### src/rtl/t06_frame_scan_ctrl.sv
// t06_frame_scan_ctrl: steps the frame tracker through every cell once per
// game tick. Cells flagged as changed are queued in a small FWFT FIFO for the
// LCD draw engine. The scan stalls while that FIFO is full.
// Optional build macro T06_SCAN_CHECK_EN: checks the tracker position against
// an expected raster counter, flags scan_err, and resyncs the tracker.
module t06_frame_scan_ctrl #(
    parameter int FIFO_DEPTH = 4,
    parameter int NUM_CELLS  = 192
) (
    input  logic       clk,
    input  logic       rst,
    input  logic       frame_start,
    input  logic [3:0] trk_x,
    input  logic [3:0] trk_y,
    input  logic       trk_diff,
    input  logic [2:0] trk_obj_code,
    output logic       trk_enable,
    output logic       trk_sync,
    output logic       draw_valid,
    output logic [3:0] draw_x,
    output logic [3:0] draw_y,
    output logic [2:0] draw_obj,
    input  logic       draw_ready,
    output logic       busy,
    output logic       frame_done,
    output logic [7:0] diff_count,
    output logic       overrun,
    output logic       scan_err
);

    localparam int AW     = $clog2(FIFO_DEPTH);
    localparam int CNT_W  = AW + 1;
    localparam int CELL_W = $clog2(NUM_CELLS + 1);
    localparam logic [CELL_W-1:0] LAST_CELL = CELL_W'(NUM_CELLS - 1);
    localparam logic [CNT_W-1:0]  FULL_CNT  = CNT_W'(FIFO_DEPTH);

    typedef enum logic [2:0] {
        S_INIT,
        S_IDLE,
        S_SCAN,
        S_DRAIN,
        S_DONE
    } state_t;

    typedef struct packed {
        logic [3:0] x;
        logic [3:0] y;
        logic [2:0] obj;
    } draw_ent_t;

    state_t              state;
    logic [CELL_W-1:0]   cell_cnt;
    draw_ent_t           fifo_mem [FIFO_DEPTH];
    draw_ent_t           head;
    logic [AW-1:0]       rd_ptr;
    logic [AW-1:0]       wr_ptr;
    logic [CNT_W-1:0]    fifo_cnt;
    logic [CNT_W-1:0]    cnt_nxt;
    logic                fifo_full;
    logic                fifo_empty;
    logic                push;
    logic                pop;
    logic                resync_req;

    // Enable is gated by the registered fill level, so a pop in a full
    // cycle only frees a slot for the following cycle.
    assign fifo_full  = (fifo_cnt == FULL_CNT);
    assign fifo_empty = (fifo_cnt == '0);
    assign trk_enable = (state == S_SCAN) && !fifo_full;
    assign push       = trk_enable && trk_diff;
    assign pop        = draw_valid && draw_ready;

    // FWFT head; data lines read zero while nothing is queued
    assign head       = fifo_mem[rd_ptr];
    assign draw_valid = !fifo_empty;
    assign draw_x     = fifo_empty ? 4'd0 : head.x;
    assign draw_y     = fifo_empty ? 4'd0 : head.y;
    assign draw_obj   = fifo_empty ? 3'd0 : head.obj;

    // Next fill level; simultaneous push and pop leave it unchanged
    always_comb begin
        cnt_nxt = fifo_cnt;
        if (push && !pop)
            cnt_nxt = fifo_cnt + 1'b1;
        else if (pop && !push)
            cnt_nxt = fifo_cnt - 1'b1;
    end

    // FIFO storage, written only on push (contents need no reset)
    always_ff @(posedge clk) begin
        if (push)
            fifo_mem[wr_ptr] <= '{x: trk_x, y: trk_y, obj: trk_obj_code};
    end

    // FIFO pointers and fill level; reset discards queued entries
    always_ff @(posedge clk) begin
        if (rst) begin
            rd_ptr   <= '0;
            wr_ptr   <= '0;
            fifo_cnt <= '0;
        end else begin
            if (push)
                wr_ptr <= wr_ptr + 1'b1;
            if (pop)
                rd_ptr <= rd_ptr + 1'b1;
            fifo_cnt <= cnt_nxt;
        end
    end

`ifdef T06_SCAN_CHECK_EN
    logic [3:0] ex;
    logic [3:0] ey;
    logic       resync_pend;

    // Expected raster position (X fastest); a mismatch latches scan_err and
    // requests one tracker resync on the way back to IDLE.
    always_ff @(posedge clk) begin
        if (rst) begin
            ex          <= 4'd0;
            ey          <= 4'd0;
            scan_err    <= 1'b0;
            resync_pend <= 1'b0;
        end else if (state == S_INIT) begin
            ex          <= 4'd0;
            ey          <= 4'd0;
            resync_pend <= 1'b0;
        end else if (trk_enable) begin
            if (ex == 4'd15) begin
                ex <= 4'd0;
                ey <= (ey == 4'd11) ? 4'd0 : ey + 4'd1;
            end else begin
                ex <= ex + 4'd1;
            end
            if (trk_x != ex || trk_y != ey) begin
                scan_err    <= 1'b1;
                resync_pend <= 1'b1;
            end
        end
    end

    assign resync_req = resync_pend;
`else
    assign scan_err   = 1'b0;
    assign resync_req = 1'b0;
`endif

    // Scan sequencer with registered status outputs. INIT spends one cycle
    // with outputs quiet and one cycle issuing the sync, so reset itself
    // never shows a sync pulse or busy.
    always_ff @(posedge clk) begin
        if (rst) begin
            state      <= S_INIT;
            cell_cnt   <= '0;
            diff_count <= 8'd0;
            trk_sync   <= 1'b0;
            busy       <= 1'b0;
            frame_done <= 1'b0;
            overrun    <= 1'b0;
        end else begin
            trk_sync   <= 1'b0;
            frame_done <= 1'b0;
            overrun    <= frame_start && (state != S_IDLE);
            case (state)
                S_INIT: begin
                    if (!trk_sync) begin
                        trk_sync <= 1'b1;
                        busy     <= 1'b1;
                    end else begin
                        state <= S_IDLE;
                        busy  <= 1'b0;
                    end
                end
                S_IDLE: begin
                    if (frame_start) begin
                        state      <= S_SCAN;
                        busy       <= 1'b1;
                        cell_cnt   <= '0;
                        diff_count <= 8'd0;
                    end
                end
                S_SCAN: begin
                    if (trk_enable) begin
                        cell_cnt <= cell_cnt + 1'b1;
                        if (trk_diff && diff_count != 8'hFF)
                            diff_count <= diff_count + 8'd1;
                        if (cell_cnt == LAST_CELL)
                            state <= S_DRAIN;
                    end
                end
                S_DRAIN: begin
                    if (cnt_nxt == '0) begin
                        state      <= S_DONE;
                        frame_done <= 1'b1;
                    end
                end
                S_DONE: begin
                    if (resync_req) begin
                        state <= S_INIT;
                    end else begin
                        state <= S_IDLE;
                        busy  <= 1'b0;
                    end
                end
                default: begin
                    state <= S_INIT;
                    busy  <= 1'b0;
                end
            endcase
        end
    end

endmodule

### config.mk
export PLATFORM = sky130hd
export DESIGN_NAME = t06_frame_scan_ctrl
export DESIGN_NICKNAME = d
export VERILOG_FILES = /design/src/rtl/t06_frame_scan_ctrl.sv
export SDC_FILE = /design/constraint.sdc
export NUM_CORES = 1
export LEC_CHECK = 0
export BUFFER_PORTS_ARGS = -buffer_cell sky130_fd_sc_hd__buf_2
export CAP_MARGIN = 20
export CELL_PAD_IN_SITES_DETAIL_PLACEMENT = 0
export CELL_PAD_IN_SITES_GLOBAL_PLACEMENT = 1
export CORE_MARGIN = 5
export CORE_UTILIZATION = 35
export CTS_BUF_LIST = sky130_fd_sc_hd__clkbuf_2 sky130_fd_sc_hd__clkbuf_4 sky130_fd_sc_hd__clkbuf_8
export DETAILED_ROUTE_END_ITERATION = 10
export PLACE_DENSITY_LB_ADDON = 0.1
export SETUP_SLACK_MARGIN = 0.15
export SLEW_MARGIN = 20
export SYNTH_ARGS = -nofsm -noshare
export SYNTH_HDL_FRONTEND = slang
export SYNTH_SLANG_ARGS = --single-unit
### constraint.sdc
create_clock -name clk -period 4.6 [get_ports clk]
set_clock_uncertainty 0.1 [all_clocks]
set_input_delay 0.23 -clock clk [delete_from_list [all_inputs] [get_ports clk]]
set_output_delay 0.23 -clock clk [all_outputs]
set_load 0.05 [all_outputs]
Yosys cells after proc, flatten, opt, wreduce, memory -nomap -nowiden
Memory sizes are Yosys's and may differ from the RTL's. A register that Yosys moved wholly into a read port is not among the register bits. Index checks and enable logic that the tools add are counted.

Register bits: 30. Bits in writable memories: 44. Input bits: 16. Output and inout bits: 26. Memories: 1.

Memories: fifo_mem (depth 4, bits a word 11, rd ports 1, clocked after Yosys merged registers in 1, wr ports 1, line 53) `draw_ent_t fifo_mem [FIFO_DEPTH];`.

Add/subtract/negate cells: 6. Equality and inequality tests: 14. Mux-type cells: 25. Bitwise logic cells: 3. Reduce and logical (&&, ||, !) cells: 22.

Operators by type and width (count): 2-to-1 mux 8 bit (4); case mux 8 bit (2 select lines) (2); 2-to-1 mux 3 bit (8); adder 8 x 1 -> 8 bit (second input constant) (2); case mux 3 bit (5 select lines) (1); logical NOT 3 bit (3); equality test 8 bit (second input constant) (1); 2-to-1 mux 4 bit (2); != test 2 bit (second input constant) (4); != test 8 bit (second input constant) (1); logical AND 1 bit (7); equality test 3 x 2 -> 1 bit (second input constant) (2); equality test 3 bit (second input constant) (2); OR reduction 2 bit (3); 2-to-1 mux 1 bit (5); AND reduction 5 bit (1); adder 2 x 1 -> 2 bit (second input constant) (2); logical NOT 1 bit (4); 2-to-1 mux 2 bit (2); != test 2 x 1 -> 1 bit (second input constant) (2); AND reduction 4 bit (1); adder 3 x 1 -> 3 bit (second input constant) (1); equality test 3 x 1 -> 1 bit (second input constant) (1); != test 3 x 1 -> 1 bit (second input constant) (1); 6 further kinds (8).

Logic depth before layout (Yosys ltp)
Word-level depth: 11. Gate-level depth with buffers: 8.

Worst setup path after synthesis
No wires, ideal clock.

Kind: reg2out. From: register fifo_cnt[0]. To: output draw_obj[0]. Arrival time: 2.077 ns. Data required time: 4.270 ns. Slack: 2.193 ns. Stages on the path, launching flop included: 7. Cell sequence: dfxtp_1 -> inv_1 -> ha_1 -> nand2b_1 -> clkbuf_1 -> clkbuf_1 -> and2_1.

Word-level cells in the longest chain between the ends: 2.

RTL lines: from (decl) (line 57) `logic [CNT_W-1:0] fifo_cnt;`; from (signal assigned) (line 106) `fifo_cnt <= cnt_nxt;`; logical NOT 3 bit (line 68) `assign fifo_empty = (fifo_cnt == '0);`; 2-to-1 mux 3 bit (line 78) `assign draw_obj = fifo_empty ? 3'd0 : head.obj;`; to (decl) (line 22) `output logic [2:0] draw_obj,`.

Every way passes these cells.

==> flow_metrics.tcl <==
set metrics [dict create \
    drive_gt1_share_pct 24.3 \
    endpoint "draw_y[1]" \
    cp-start-kind "register" \
    worst_r2r_path_depth 4 \
    netlist_area_mm2 0.00326 \
    peakVddDrop_v 0.000199 \
    min_period_over_period_pct 53.7 \
    postRouteAntennaNets 0 \
    rsz0062_at_grt "no" \
    layout_min_cycle_time_ns 2.47 \
    num_rows 35 \
    area_growth_pct 17.5 \
    crit_arrival_ns 2.14 \
    setup_viol 0 \
    leakagePower_nw 1.38 \
    cts_buffers 9 \
    antenna_cells 0 \
    cts_setup_buffers 0 \
    avgSynthCellArea_um2 12.8 \
    cts.htree.levels 3 \
    ys_seq_area_share_pct 60.3 \
    max-slew-margin-rel_pct 49.4 \
    die_w_um 106 \
    preCtsSetupSlack_ns 2.19 \
    synthCells 255 \
    cts_tree "built" \
    dp_hpwl_um 4310 \
    antenna_found_initial 0 \
    synth-seq-cells 76 \
    cts_buffer_depth 2 \
    max_freq_mhz 405 \
    vias 2047 \
    crit_path_end_kind "primary output" \
    power.share.clock_pct 27.3 \
    synth-main-ff-cell "edfxtp_1" \
    routedWlPerCell_um 15.0 \
    min_path_type "primary input to register" \
    grt-ovfl-total 0 \
    die_area_mm2 0.0113 \
    power_switching_w 0.000760 \
    status "complete, no violations" \
    ioPinCount 42 \
    pwr-share-comb_pct 32.0 \
    port_buffers 40 \
    tns_ns 0 \
    first_iter_violations 53 \
    seq_power_share_pct 40.7 \
    fp.coreArea_mm2 0.00915 \
    initial_core_util_pct 35.6 \
    nets 325 \
    worst_ep_required_time_ns 4.27 \
    synth_nets 280 \
    drv_slew 0 \
    drc_errors 0 \
    cts_resized 0 \
    tightestPinTransition_ns 0.758 \
    ys_types 50 \
    grt_pass1_vias 1985 \
    holdWs_ns 0.0240 \
    yosysWarnings 0 \
    r2r-end "diff_count[7]" \
    p_int_w 0.00129 \
    crit_type "register to primary output" \
    cap_violations 0 \
    nFillCells 868 \
    grt_max_degree 19 \
    worstSkewPairLatency_ns 0.34 \
    synth_edf_count 44 \
    cts.sinks 76 \
    first_pass_iters 4 \
    die_h_um 106 \
    hold_viol 0 \
    fin_ws_ns 2.13 \
    grtUsageTotal_pct 11.7 \
    gp_congestion 0.733 \
    grt_pass1_wl_um 10200 \
    powerDensity_mw_per_mm2 536 \
    wirelength_um 6240 \
    switching_share_pct 37.1 \
    clk_pin_slew_ns 0.08 \
    vias_per_cell 4.92 \
    r2r_start "state[2]" \
    reg2reg_slack_ns 2.21 \
    cp_max_fo 11 \
    async_reset_ff_share_pct 0 \
    clock-root-buffer "clkbuf_8" \
]
==> critical path, stage by stage (launching register included) <==
cell	delay, ns
dfxtp_1	0.82
mux4_2	0.61
and2_1	0.17
buf_2	0.21
==> worst min-delay path by stage <==
| stage | start | slack (ns) | cells past startpoint | endpoint |
|---|---|---|---|---|
| 2_1_floorplan | trk_obj_code[0] | 0.23 | 0 | fifo_mem[0][0] |
| 3_3_place_gp | trk_x[1] | 0.35 | 1 | fifo_mem[3][8] |
| 3_5_place_dp | trk_x[0] | 0.35 | 1 | fifo_mem[2][7] |
| 4_1_cts | trk_y[3] | 0.002 | 1 | fifo_mem[3][6] |
| 5_1_grt | trk_y[3] | 0.00006 | 1 | fifo_mem[3][6] |
| 6_report | trk_y[0] | 0.02 | 1 | fifo_mem[0][3] |
==> sequential cells by signal, indices dropped and copies added (netlist names), named ones only <==
| signal | cells |
|---|---|
| fifo_mem | 44 |
| state | 3 |
| busy | 1 |
| frame_done | 1 |
| overrun | 1 |
| rd_ptr | 2 |
| fifo_cnt | 3 |
| trk_sync | 1 |
| wr_ptr | 2 |
| cell_cnt | 8 |
| diff_count | 8 |
==> repair_timing <==
item / in CTS / in global routing
endpoints found under the setup margin: 0 / 0
hold endpoints to repair: 26 / 0
hold buffers: 7 / 0
==> power by group through the flow <==
stage,clock network [W],registers [W],logic [W]
final,0.000560,0.000834,0.000655
after global routing,0.000612,0.000849,0.000708
after CTS,0.000576,0.000839,0.000665
after detailed placement,0,0.000855,0.000658
after global placement,0,0.000854,0.000660
after floorplan,0,0.000833,0.000544
==> cells by family after synthesis <==
family          share of synthesized area (%)
fa+ha+maj                                3.46
xor+xnor                                 3.23
compound gates                           7.73
other cells                             0.115
flops                                    60.3
mux                                      8.57
simple gates                             13.7
buf+inv                                  2.92
==> per-layer routing <==
metal  global-route usage [%]  wire (um)  share of wire, %  up-vias
li1                         -          -                 -     1034
met5                        0          0                 0        -
met1                     14.7       2900                46      963
met3                     2.55        236               3.8       12
met4                     5.48        110               1.8        0
met2                     19.3       3000                48       38
==> layout by cell type, fill, tap and decap left out, types with 2 or more instances in the layout <==
cell type and instances:
inv_1 8, clkbuf_8 9, a31oi_1 2, or3_1 3, clkinv_4 2, mux2i_1 2, a21oi_1 11, a211oi_1 3
nand2_1 12, mux4_2 11, xor2_1 3, ha_1 9, nor3_1 2, bufinv_16 2, dlygate4sd3_1 7, and3_1 3
buf_2 40, or2_2 2, and2_1 15, o21ai_0 4, nor4_1 7, edfxtp_1 44, nor2_1 24, nand4_1 2
o31ai_1 2, a211o_1 2, nor3b_1 2, dfxtp_1 32, xnor2_1 9, or4_1 2, nand3_1 7
==> area by class of cell <==
class	count	area [um^2]	area share (%)
Clock buffer	9	124	3.24
Clock inverter	7	98.8	2.58
Inverter	8	30.0	0.785
Multi-Input combinational cell	158	1200	31.4
Sequential cell	76	1960	51.3
Tap cell	111	139	3.63
Timing Repair Buffer	47	270	7.06
==> Yosys cell counts, types with 2 or more instances <==
cell	number	area, um^2
nor2_1	24	90.1
xnor2_1	9	78.8
nand2_1	12	45.0
and2_1	15	93.8
or4_1	2	15.0
buf_4	2	15.0
mux2i_1	2	20.0
nand4_1	2	12.5
mux4_2	11	248
a211o_1	2	17.5
and3_1	3	18.8
nor3b_1	2	15.0
nor4_1	7	43.8
dfxtp_1	32	641
inv_1	8	30.0
nor3_1	2	10.0
ha_1	9	113
clkbuf_1	8	30.0
a211oi_1	3	22.5
o31ai_1	2	15.0
edfxtp_1	44	1320
or3_1	3	18.8
a21oi_1	11	55.1
o21ai_0	4	20.0
a31oi_1	2	12.5
or2_2	2	12.5
xor2_1	3	26.3
nand3_1	7	35.0
==> per-stage QoR <==
step	instance area, um^2	total power (W)	util, %	instances
after floorplan	3260	0.00138	-	255
after global placement	3530	0.00151	38.6	393
after detailed placement	3530	0.00151	38.6	393
after CTS	3820	0.00208	41.8	416
after global routing	3830	0.00217	41.8	416
final	3830	0.00205	41.8	416
(Power assumes the default switching activity.)
